## config.mk

```make
export PLATFORM = sky130hd
export DESIGN_NAME = pc_sequencer_flat
export DESIGN_NICKNAME = d
export VERILOG_FILES = /design/src/rtl/pc_sequencer_if.sv /design/src/rtl/pc_sequencer.sv /design/src/flat_wrapper.sv
export SDC_FILE = /design/constraint.sdc
export NUM_CORES = 1
export LEC_CHECK = 0
export CAP_MARGIN = 5
export CORE_ASPECT_RATIO = 0.7
export CORE_MARGIN = 2
export CORE_UTILIZATION = 34
export CTS_BUF_LIST = sky130_fd_sc_hd__clkbuf_4 sky130_fd_sc_hd__clkbuf_8
export DETAILED_ROUTE_END_ITERATION = 6
export GPL_ROUTABILITY_DRIVEN = 0
export PLACE_DENSITY_LB_ADDON = 0.1
export SETUP_SLACK_MARGIN = 0.4
export SKIP_CTS_REPAIR_TIMING = 1
export SYNTH_ARGS = -nofsm -noshare
export SYNTH_HDL_FRONTEND = slang
export SYNTH_SLANG_ARGS = --single-unit
```

## constraint.sdc

```tcl
create_clock -name clk -period 2.3 [get_ports clk]
set_input_delay 0.46 -clock clk [delete_from_list [all_inputs] [get_ports clk]]
set_output_delay 0.46 -clock clk [all_outputs]
set_load 0.05 [all_outputs]
```

## src/rtl/pc_sequencer_if.sv

```systemverilog
// Control-side bundle of the PC sequencer: the selects, data sources and trap requests from
// the control FSM and datapath, and the PC/EPC/cause/EXL state returned to the fetch path.
interface pc_sequencer_if #(
    parameter int WIDTH = 32
);
    logic [2:0]       pc_src;
    logic             pc_write;
    logic             pc_write_cond;
    logic             zero;
    logic [WIDTH-1:0] alu_result;
    logic [WIDTH-1:0] alu_out;
    logic [WIDTH-5:0] jump_target;
    logic [WIDTH-1:0] reg_data;
    logic             exc_req;
    logic [4:0]       exc_code;
    logic             irq;
    logic             irq_en;
    logic             instr_boundary;
    logic             eret;
    logic [WIDTH-1:0] pc_d;
    logic [WIDTH-1:0] pc_q;
    logic [WIDTH-1:0] epc_q;
    logic [4:0]       cause_q;
    logic             exl_q;
    logic             irq_pending;
    logic             trap_taken;

    modport master (
        output pc_src, pc_write, pc_write_cond, zero, alu_result, alu_out, jump_target,
               reg_data, exc_req, exc_code, irq, irq_en, instr_boundary, eret,
        input  pc_d, pc_q, epc_q, cause_q, exl_q, irq_pending, trap_taken
    );

    modport slave (
        input  pc_src, pc_write, pc_write_cond, zero, alu_result, alu_out, jump_target,
               reg_data, exc_req, exc_code, irq, irq_en, instr_boundary, eret,
        output pc_d, pc_q, epc_q, cause_q, exl_q, irq_pending, trap_taken
    );
endinterface

```

## src/rtl/pc_sequencer.sv

```systemverilog
// PC register with next-PC select, synchronous exception / interrupt entry and eret return.
// Holds EPC, cause and the exception-level flag; the interrupt line is latched until taken.
module pc_sequencer #(
    parameter int               WIDTH        = 32,
    parameter logic [WIDTH-1:0] RESET_VECTOR = '0,
    parameter logic [WIDTH-1:0] EXC_VECTOR   = WIDTH'(32'h0000_0180),
    parameter int               INSTR_BYTES  = 4,
    parameter logic [4:0]       IRQ_CODE     = 5'd0
) (
    input logic           clk,
    input logic           rst_n,
    pc_sequencer_if.slave bus
);
    localparam logic [2:0] SRC_ALU_RESULT = 3'b000;
    localparam logic [2:0] SRC_ALU_OUT    = 3'b001;
    localparam logic [2:0] SRC_JUMP       = 3'b010;
    localparam logic [2:0] SRC_REG        = 3'b011;
    localparam logic [2:0] SRC_EPC        = 3'b100;
    localparam logic [2:0] SRC_EXC        = 3'b101;

    logic [WIDTH-1:0] pc_q, pc_nxt;
    logic [WIDTH-1:0] epc_q, epc_d;
    logic [4:0]       cause_q, cause_d;
    logic             exl_q, exl_d;
    logic             irq_pending_q, irq_pending_d;
    logic             trap_taken_q, trap_taken_d;
    logic [WIDTH-1:0] pc_sel;
    logic             irq_take;

    always_comb begin
        pc_sel = pc_q;
        case (bus.pc_src)
            SRC_ALU_RESULT: pc_sel = bus.alu_result;
            SRC_ALU_OUT:    pc_sel = bus.alu_out;
            SRC_JUMP:       pc_sel = {pc_q[WIDTH-1:WIDTH-4], bus.jump_target};
            SRC_REG:        pc_sel = bus.reg_data;
            SRC_EPC:        pc_sel = epc_q;
            SRC_EXC:        pc_sel = EXC_VECTOR;
            default:        pc_sel = pc_q;
        endcase
    end

    assign irq_take = irq_pending_q & bus.irq_en & ~exl_q & bus.instr_boundary & ~bus.exc_req;

    always_comb begin
        pc_nxt        = pc_q;
        epc_d         = epc_q;
        cause_d       = cause_q;
        exl_d         = exl_q;
        irq_pending_d = irq_pending_q | bus.irq;
        trap_taken_d  = 1'b0;
        if (bus.exc_req) begin
            pc_nxt       = EXC_VECTOR;
            cause_d      = bus.exc_code;
            exl_d        = 1'b1;
            trap_taken_d = 1'b1;
            // A nested fault keeps the EPC of the original trap.
            if (!exl_q) begin
                epc_d = pc_q - WIDTH'(INSTR_BYTES);
            end
        end else if (irq_take) begin
            pc_nxt        = EXC_VECTOR;
            epc_d         = pc_q;
            cause_d       = IRQ_CODE;
            exl_d         = 1'b1;
            irq_pending_d = 1'b0;
            trap_taken_d  = 1'b1;
        end else if (bus.eret) begin
            pc_nxt = epc_q;
            exl_d  = 1'b0;
        end else if (bus.pc_write || (bus.pc_write_cond && bus.zero)) begin
            pc_nxt = pc_sel;
        end
    end

    always_ff @(posedge clk or negedge rst_n) begin
        if (!rst_n) begin
            pc_q          <= RESET_VECTOR;
            epc_q         <= '0;
            cause_q       <= '0;
            exl_q         <= 1'b0;
            irq_pending_q <= 1'b0;
            trap_taken_q  <= 1'b0;
        end else begin
            pc_q          <= pc_nxt;
            epc_q         <= epc_d;
            cause_q       <= cause_d;
            exl_q         <= exl_d;
            irq_pending_q <= irq_pending_d;
            trap_taken_q  <= trap_taken_d;
        end
    end

    assign bus.pc_d        = pc_sel;
    assign bus.pc_q        = pc_q;
    assign bus.epc_q       = epc_q;
    assign bus.cause_q     = cause_q;
    assign bus.exl_q       = exl_q;
    assign bus.irq_pending = irq_pending_q;
    assign bus.trap_taken  = trap_taken_q;
endmodule

```

## src/flat_wrapper.sv

```systemverilog
// flat-port wrapper written by rule: the top's interface ports become plain ports
module pc_sequencer_flat 
#(
    parameter int               WIDTH        = 32,
    parameter logic [WIDTH-1:0] RESET_VECTOR = '0,
    parameter logic [WIDTH-1:0] EXC_VECTOR   = WIDTH'(32'h0000_0180),
    parameter int               INSTR_BYTES  = 4,
    parameter logic [4:0]       IRQ_CODE     = 5'd0
)
  (clk, rst_n, bus_pc_src, bus_pc_write, bus_pc_write_cond, bus_zero, bus_alu_result, bus_alu_out, bus_jump_target, bus_reg_data, bus_exc_req, bus_exc_code, bus_irq, bus_irq_en, bus_instr_boundary, bus_eret, bus_pc_d, bus_pc_q, bus_epc_q, bus_cause_q, bus_exl_q, bus_irq_pending, bus_trap_taken);
  pc_sequencer_if #(.WIDTH(WIDTH)) bus_i ();
  input logic clk;
  input logic rst_n;
  input wire logic [$bits(bus_i.pc_src)-1:0] bus_pc_src;
  input wire logic [$bits(bus_i.pc_write)-1:0] bus_pc_write;
  input wire logic [$bits(bus_i.pc_write_cond)-1:0] bus_pc_write_cond;
  input wire logic [$bits(bus_i.zero)-1:0] bus_zero;
  input wire logic [$bits(bus_i.alu_result)-1:0] bus_alu_result;
  input wire logic [$bits(bus_i.alu_out)-1:0] bus_alu_out;
  input wire logic [$bits(bus_i.jump_target)-1:0] bus_jump_target;
  input wire logic [$bits(bus_i.reg_data)-1:0] bus_reg_data;
  input wire logic [$bits(bus_i.exc_req)-1:0] bus_exc_req;
  input wire logic [$bits(bus_i.exc_code)-1:0] bus_exc_code;
  input wire logic [$bits(bus_i.irq)-1:0] bus_irq;
  input wire logic [$bits(bus_i.irq_en)-1:0] bus_irq_en;
  input wire logic [$bits(bus_i.instr_boundary)-1:0] bus_instr_boundary;
  input wire logic [$bits(bus_i.eret)-1:0] bus_eret;
  output wire logic [$bits(bus_i.pc_d)-1:0] bus_pc_d;
  output wire logic [$bits(bus_i.pc_q)-1:0] bus_pc_q;
  output wire logic [$bits(bus_i.epc_q)-1:0] bus_epc_q;
  output wire logic [$bits(bus_i.cause_q)-1:0] bus_cause_q;
  output wire logic [$bits(bus_i.exl_q)-1:0] bus_exl_q;
  output wire logic [$bits(bus_i.irq_pending)-1:0] bus_irq_pending;
  output wire logic [$bits(bus_i.trap_taken)-1:0] bus_trap_taken;
  assign bus_i.pc_src = bus_pc_src;
  assign bus_i.pc_write = bus_pc_write;
  assign bus_i.pc_write_cond = bus_pc_write_cond;
  assign bus_i.zero = bus_zero;
  assign bus_i.alu_result = bus_alu_result;
  assign bus_i.alu_out = bus_alu_out;
  assign bus_i.jump_target = bus_jump_target;
  assign bus_i.reg_data = bus_reg_data;
  assign bus_i.exc_req = bus_exc_req;
  assign bus_i.exc_code = bus_exc_code;
  assign bus_i.irq = bus_irq;
  assign bus_i.irq_en = bus_irq_en;
  assign bus_i.instr_boundary = bus_instr_boundary;
  assign bus_i.eret = bus_eret;
  assign bus_pc_d = bus_i.pc_d;
  assign bus_pc_q = bus_i.pc_q;
  assign bus_epc_q = bus_i.epc_q;
  assign bus_cause_q = bus_i.cause_q;
  assign bus_exl_q = bus_i.exl_q;
  assign bus_irq_pending = bus_i.irq_pending;
  assign bus_trap_taken = bus_i.trap_taken;
  pc_sequencer #(.WIDTH(WIDTH), .RESET_VECTOR(RESET_VECTOR), .EXC_VECTOR(EXC_VECTOR), .INSTR_BYTES(INSTR_BYTES), .IRQ_CODE(IRQ_CODE)) u_core (.clk(clk), .rst_n(rst_n), .bus(bus_i));
endmodule
```

# Word-level counts from Yosys, hierarchy flattened
# Index checks and enable logic that the tools add are counted.
# Widths: inputs -> output; s select.
[classes]
add_sub_neg = 1
n_eq_ne = 6
mux = 17
bitwise = 7
reduce_logical = 7
[ops]
columns = ["operator", "n"]
rows = [
  ["$mux 32", 7],
  ["$pmux 32 s6", 1],
  ["$sub 32x3->32 const B", 1],
  ["$mux 5", 2],
  ["$mux 1", 7],
  ["$eq 3x2->1 const B", 2],
  ["$eq 3x3->1 const B", 2],
  ["$and 1x1->1", 4],
  ["$reduce_bool 4->1", 1],
  ["$eq 3x1->1 const B", 1],
  ["$logic_not 3->1", 1],
  ["$reduce_bool 3->1", 1],
  ["$ne 2x2->1 const B", 1],
  ["$not 1->1", 2],
  ["$reduce_and 2->1", 1],
  ["$reduce_bool 2->1", 1],
  ["$logic_and 1x1->1", 1],
  ["$logic_or 1x1->1", 1],
  ["$or 1x1->1", 1],
]
[word_totals]
regBits = 72
word_cells = 44

# Logic depth before layout (Yosys ltp)
[depth]
depth_word = 6
ltp_mapped = 7

# Least setup slack after synthesis
# OpenSTA, ideal clock, no wires.
[synth_path]
kind = "input to output"
start = "input port bus_pc_src[2]"
end = "output port bus_pc_d[15]"
arrival_time_ps = 2551
t_required_ps = 1840
path_slack_ps = -711
path_stages = 6
path_cell_list = "clkbuf_1 > inv_2 > nor3_1 > clkbuf_1 > a22oi_1 > a21oi_1"
[synth_via]
elab_chain_cells = 2
word_cells_on_any_way = 7
cone_classes = "eq/ne: 5; mux: 1; reduce/logical: 1"
[synth_rtl]
columns = ["item", "line", "text"]
rows = [
  ["start: declaration", "flat_wrapper.sv:14", "input wire logic [$bits(bus_i.pc_src)-1:0] bus_pc_src;"],
  ["$eq 3x3->1, or another cell as far along", "pc_sequencer.sv:32", "case (bus.pc_src)"],
  ["$pmux 32 s6 (*)", "pc_sequencer.sv:32", ""],
  ["end: declaration", "flat_wrapper.sv:28", "output wire logic [$bits(bus_i.pc_d)-1:0] bus_pc_d;"],
]
# Mark *: on every way between the ends. The rest lies on a longest branch, timed or not.

# Final worst setup path
[layout_path]
start = "input port bus_pc_src[0]"
end = "output port bus_pc_d[3]"
# Same word-level chain as after synthesis.

==> flow_summary.rst <==
.. list-table::
   :header-rows: 1

   * - Metric
     - Value
   * - Outcome
     - finished with violations
   * - Violations in the final reports
     - setup timing
   * - Detailed-router iteration count before antenna repair
     - 5
   * - Number of sinks on the clock net
     - 72
   * - Fraction of met1 tracks used by global routing
     - 0.3425
   * - Flip-flop and latch area
     - 1827 sq um
   * - Warnings from Yosys
     - 0
   * - Cells after Synth
     - about 560
   * - Post-synth net total
     - 702
   * - Setup Crit Path Kind
     - in2out
   * - GRT Total Usage
     - 0.2629
   * - Ratio of cells with drive above 1 in the final layout
     - 0.3779
   * - Critical-path maximum fanout
     - 8
   * - Input/output buffers
     - between 200 and 250
   * - Most frequent standard cell in the layout excluding fill and tap cells
     - sky130_fd_sc_hd__dlymetal6s2s_1
   * - Fraction of registers with async set/reset
     - 1.000
   * - Max-cap viol count
     - 0
   * - Clk Tree Root Cell
     - sky130_fd_sc_hd__clkbuf_8
   * - R2R Setup Slk
     - 180 ps
   * - Part of the total power dissipated in sequential elements
     - 0.280
   * - Flop and latch count out of synthesis
     - 72
   * - Maximum vdd drop
     - roughly 340 uV
   * - Global routing usage on met2
     - 0.4428
   * - Insertion delay to the later sink of the worst-skew pair
     - 370 ps
   * - Total area of multi-input combinational cells
     - ~3700 sq um
   * - Site row count
     - 36
   * - Number of antenna violations at the first check in global routing
     - 0
   * - Cell area after technology mapping
     - between 4000 and 5000 sq um
   * - Minimum setup slack after placement
     - -290.1 ps
   * - Post-route total power
     - 6.232 mW
   * - I/O pin total
     - 246
   * - Number of nets in the final layout
     - around 1.1k
   * - Remaining routing DRC violations
     - 0
   * - CTS H-tree depth
     - 3
   * - Max frequency
     - 434.2 MHz
   * - Setup_tns
     - -3.227 ps
   * - GRT overflow
     - 0
   * - Detailed Route WL
     - 22.61 mm
   * - Post-detailed-route wirelength per cell
     - between 20 and 25 um
   * - Global-route wire length before repair
     - 32.78 mm
   * - Type of the worst min-delay path
     - in2async
   * - Maximum number of pins on one net before global-route repair
     - 42
   * - Number of vias after detailed routing
     - 6213
   * - Maximum buffer depth of the clock tree
     - 2
   * - Arrival time reported for the critical path endpoint
     - 1840 ps
   * - Mapped Avg Cell Area
     - 8.897 sq um
   * - Die span in x
     - 148.6 um
   * - Worst flop-to-flop path endpoint
     - u_core.bus.epc_q[31]$_DFFE_PN0P_
   * - Final setup violation count
     - 1
   * - Post-layout instance area
     - 10560 sq um
   * - Placed Area
     - 9264 sq um
   * - Met3 demand-to-capacity share in global routing
     - 0.06114
   * - Post-synthesis sequential area ratio
     - 0.3623
   * - Compound-gate portion of the synthesized area
     - 0.2755
   * - Final setup skew
     - 15.57 ps
   * - RSZ-0062 raised after global routing
     - yes
   * - Final core utilization
     - 0.7492
   * - Internal cell power
     - roughly 3.5 mW
   * - XOR/XNOR share of the synthesized area
     - 0.01937
   * - Final Hold Viols
     - 0
   * - Part of the total power dissipated in the clock network
     - 0.168
   * - Adder-cell share of the synthesized area
     - 0.002516
   * - Net switching component of the power
     - 2.717 mW
   * - Clock transition at the registers of the reported paths
     - 90 ps
   * - Switching fraction of total power
     - 0.4360
   * - TritonCTS clock tree
     - yes
   * - Worst-case setup margin in the final layout
     - -3.227 ps
   * - Gr busiest metal
     - met2
   * - Most used cells in the layout excluding fill and tap cells
     - sky130_fd_sc_hd__dlymetal6s2s_1 (124), sky130_fd_sc_hd__buf_4 (104), sky130_fd_sc_hd__clkdlybuf4s50_1 (86), sky130_fd_sc_hd__nor2_1 (55), sky130_fd_sc_hd__dfrtp_1 (52)
   * - Critical path endpoint category
     - primary output
   * - Max-slew violations
     - 0
   * - Startpoint type of the worst setup path
     - primary input
   * - Flip-flop cell with the highest count after synthesis
     - sky130_fd_sc_hd__dfrtp_1
   * - Data required time at the worst endpoint
     - 1840 ps
   * - Proportion of synthesized area in mux cells
     - 0.1296
   * - Actual slew at the worst max-slew pin
     - 546.4 ps
   * - Post-route clock period utilization
     - 1.001
   * - DRC violation total after the first TritonRoute iteration
     - 369
   * - Via-per-instance ratio
     - 5.633
   * - Initial core utilization
     - 0.3528
   * - Post-synthesis share of cell area spent on and, or, nand and nor gates
     - 0.1655
   * - Worst relative slew slack
     - 0.6351
   * - Static Leakage
     - 5.526 nW
   * - Main combinational cell family by area after synthesis
     - compound AO/OA/AOI/OAI gates
   * - Post-DP HPWL
     - 15.78 mm
   * - Count of cell types in the netlist
     - 59
   * - Filler cell count in the final layout
     - 941
   * - Final Critical Period
     - approximately 2300 ps
   * - Number of synthesized flops with an enable pin
     - 0
   * - Worst reg2reg startpoint
     - u_core.bus.pc_q[13]$_DFFE_PN0P_
   * - TritonCTS buffer count
     - 9
   * - Vias in the first global route
     - 6211
   * - Number of nets still failing antenna checks after routing
     - 0
   * - Worst-case reg-to-reg path depth
     - 4
   * - Floorplan core area
     - 14100 sq um
   * - Die height
     - around 110 um
   * - Ant. Diodes
     - 0
   * - Die Outline Area
     - 15630 sq um
   * - Area growth from synthesis to final layout
     - 112.4%
   * - Combinational share of power
     - 0.551
   * - Power density relative to cell area
     - 590.0 nW/um^2
[flip-flops by register name, indices dropped and copies added, names as in the netlist]
register	count
u_core.bus.epc_q	32
u_core.bus.pc_q	32
u_core.bus.cause_q	5
u_core.bus.exl_q	1
u_core.bus.irq_pending	1
u_core.bus.trap_taken	1
[synthesized netlist by cell type (4+ instances only)]
cell	count	share of area
sky130_fd_sc_hd__dfrtp_1	72	0.36
sky130_fd_sc_hd__o31ai_1	12	0.018
sky130_fd_sc_hd__a221oi_1	4	0.0070
sky130_fd_sc_hd__a21oi_1	33	0.033
sky130_fd_sc_hd__o2bb2ai_1	4	0.0070
sky130_fd_sc_hd__a22o_1	5	0.0088
sky130_fd_sc_hd__nor4_1	4	0.0050
sky130_fd_sc_hd__inv_1	5	0.0038
sky130_fd_sc_hd__o21ai_1	32	0.032
sky130_fd_sc_hd__nor2_1	61	0.046
sky130_fd_sc_hd__mux2i_1	25	0.050
sky130_fd_sc_hd__or3_1	6	0.0075
sky130_fd_sc_hd__buf_1	7	0.0053
sky130_fd_sc_hd__nor3_1	8	0.0081
sky130_fd_sc_hd__nand2b_1	4	0.0050
sky130_fd_sc_hd__nand2_1	33	0.025
sky130_fd_sc_hd__or4_1	13	0.020
sky130_fd_sc_hd__o21ai_0	32	0.032
sky130_fd_sc_hd__a22oi_1	46	0.069
sky130_fd_sc_hd__nand4b_1	5	0.0088
sky130_fd_sc_hd__nand3_1	7	0.0070
sky130_fd_sc_hd__o22ai_1	6	0.0075
sky130_fd_sc_hd__clkbuf_1	42	0.032
sky130_fd_sc_hd__mux4_2	16	0.072
sky130_fd_sc_hd__xnor2_1	4	0.0070
sky130_fd_sc_hd__a31oi_1	14	0.018
sky130_fd_sc_hd__xor2_1	7	0.012
[through the flow]
stage,hold slack [ps],cells
floorplan,164.4,559
global placement,430.0,1045
detailed placement,436.5,1045
CTS,26.72,1061
global route,43.15,1103
finish,23.88,1103
[power by group through the flow]
stage | sequential, mW | clock (mW) | combinational, mW
after floorplan | 2.34 | 0 | 1.18
after global placement | 1.75 | 0 | 3.16
after detailed placement | 1.76 | 0 | 3.20
after CTS | 1.73 | 1.07 | 3.21
after global routing | 1.77 | 1.13 | 3.61
final | 1.75 | 1.05 | 3.44
[worst max-delay path, stage by stage]
cell and delay, ps:
sky130_fd_sc_hd__buf_12 110, sky130_fd_sc_hd__buf_12 140, sky130_fd_sc_hd__buf_12 140, sky130_fd_sc_hd__nor3_4 180
sky130_fd_sc_hd__buf_6 130, sky130_fd_sc_hd__buf_12 130, sky130_fd_sc_hd__buf_4 120, sky130_fd_sc_hd__a22oi_2 70
sky130_fd_sc_hd__a21oi_4 190, sky130_fd_sc_hd__buf_12 150
[metal layers]
metal	part of all wire	wire length, um
met1	0.42	9579
met2	0.48	10840
met3	0.081	1838
met4	0.016	352
met5	0	0
[worst max path at each step]
stage / depth (start not counted) / start / endpoint / slack, ps
3_3_place_gp: 5 / bus_exc_req / u_core.bus.epc_q[31]$_DFFE_PN0P_ / -280
4_1_cts: 8 / bus_pc_src[2] / bus_pc_d[7] / -250
5_1_grt: 10 / bus_pc_src[0] / bus_pc_d[3] / -50
3_5_place_dp: 5 / bus_exc_req / u_core.bus.epc_q[31]$_DFFE_PN0P_ / -290
6_report: 10 / bus_pc_src[0] / bus_pc_d[3] / -3
2_1_floorplan: 5 / u_core.bus.pc_q[6]$_DFFE_PN0P_ / u_core.bus.epc_q[31]$_DFFE_PN0P_ / 90
[area by class of cell]
| class | count | area share |
|---|---|---|
| Multi-Input combinational cell | 429 | 0.3528 |
| Clock buffer | 10 | 0.01303 |
| Timing Repair Buffer | 389 | 0.4292 |
| Clock inverter | 6 | 0.006397 |
| Inverter | 7 | 0.003198 |
| Sequential cell | 72 | 0.1729 |
| Tap cell | 190 | 0.02251 |
[cells by family (layout without fill, tap and decap cells)]
group,count (synthesis),in the layout
AO/OA/AOI/OAI,212,212
AND/OR/NAND/NOR,161,161
flip-flops,72,72
buffers and inverters,58,412
multiplexers,44,44
XOR/XNOR,11,11
adder cells (fa/ha/maj),1,1
(Power assumes the default switching activity.)
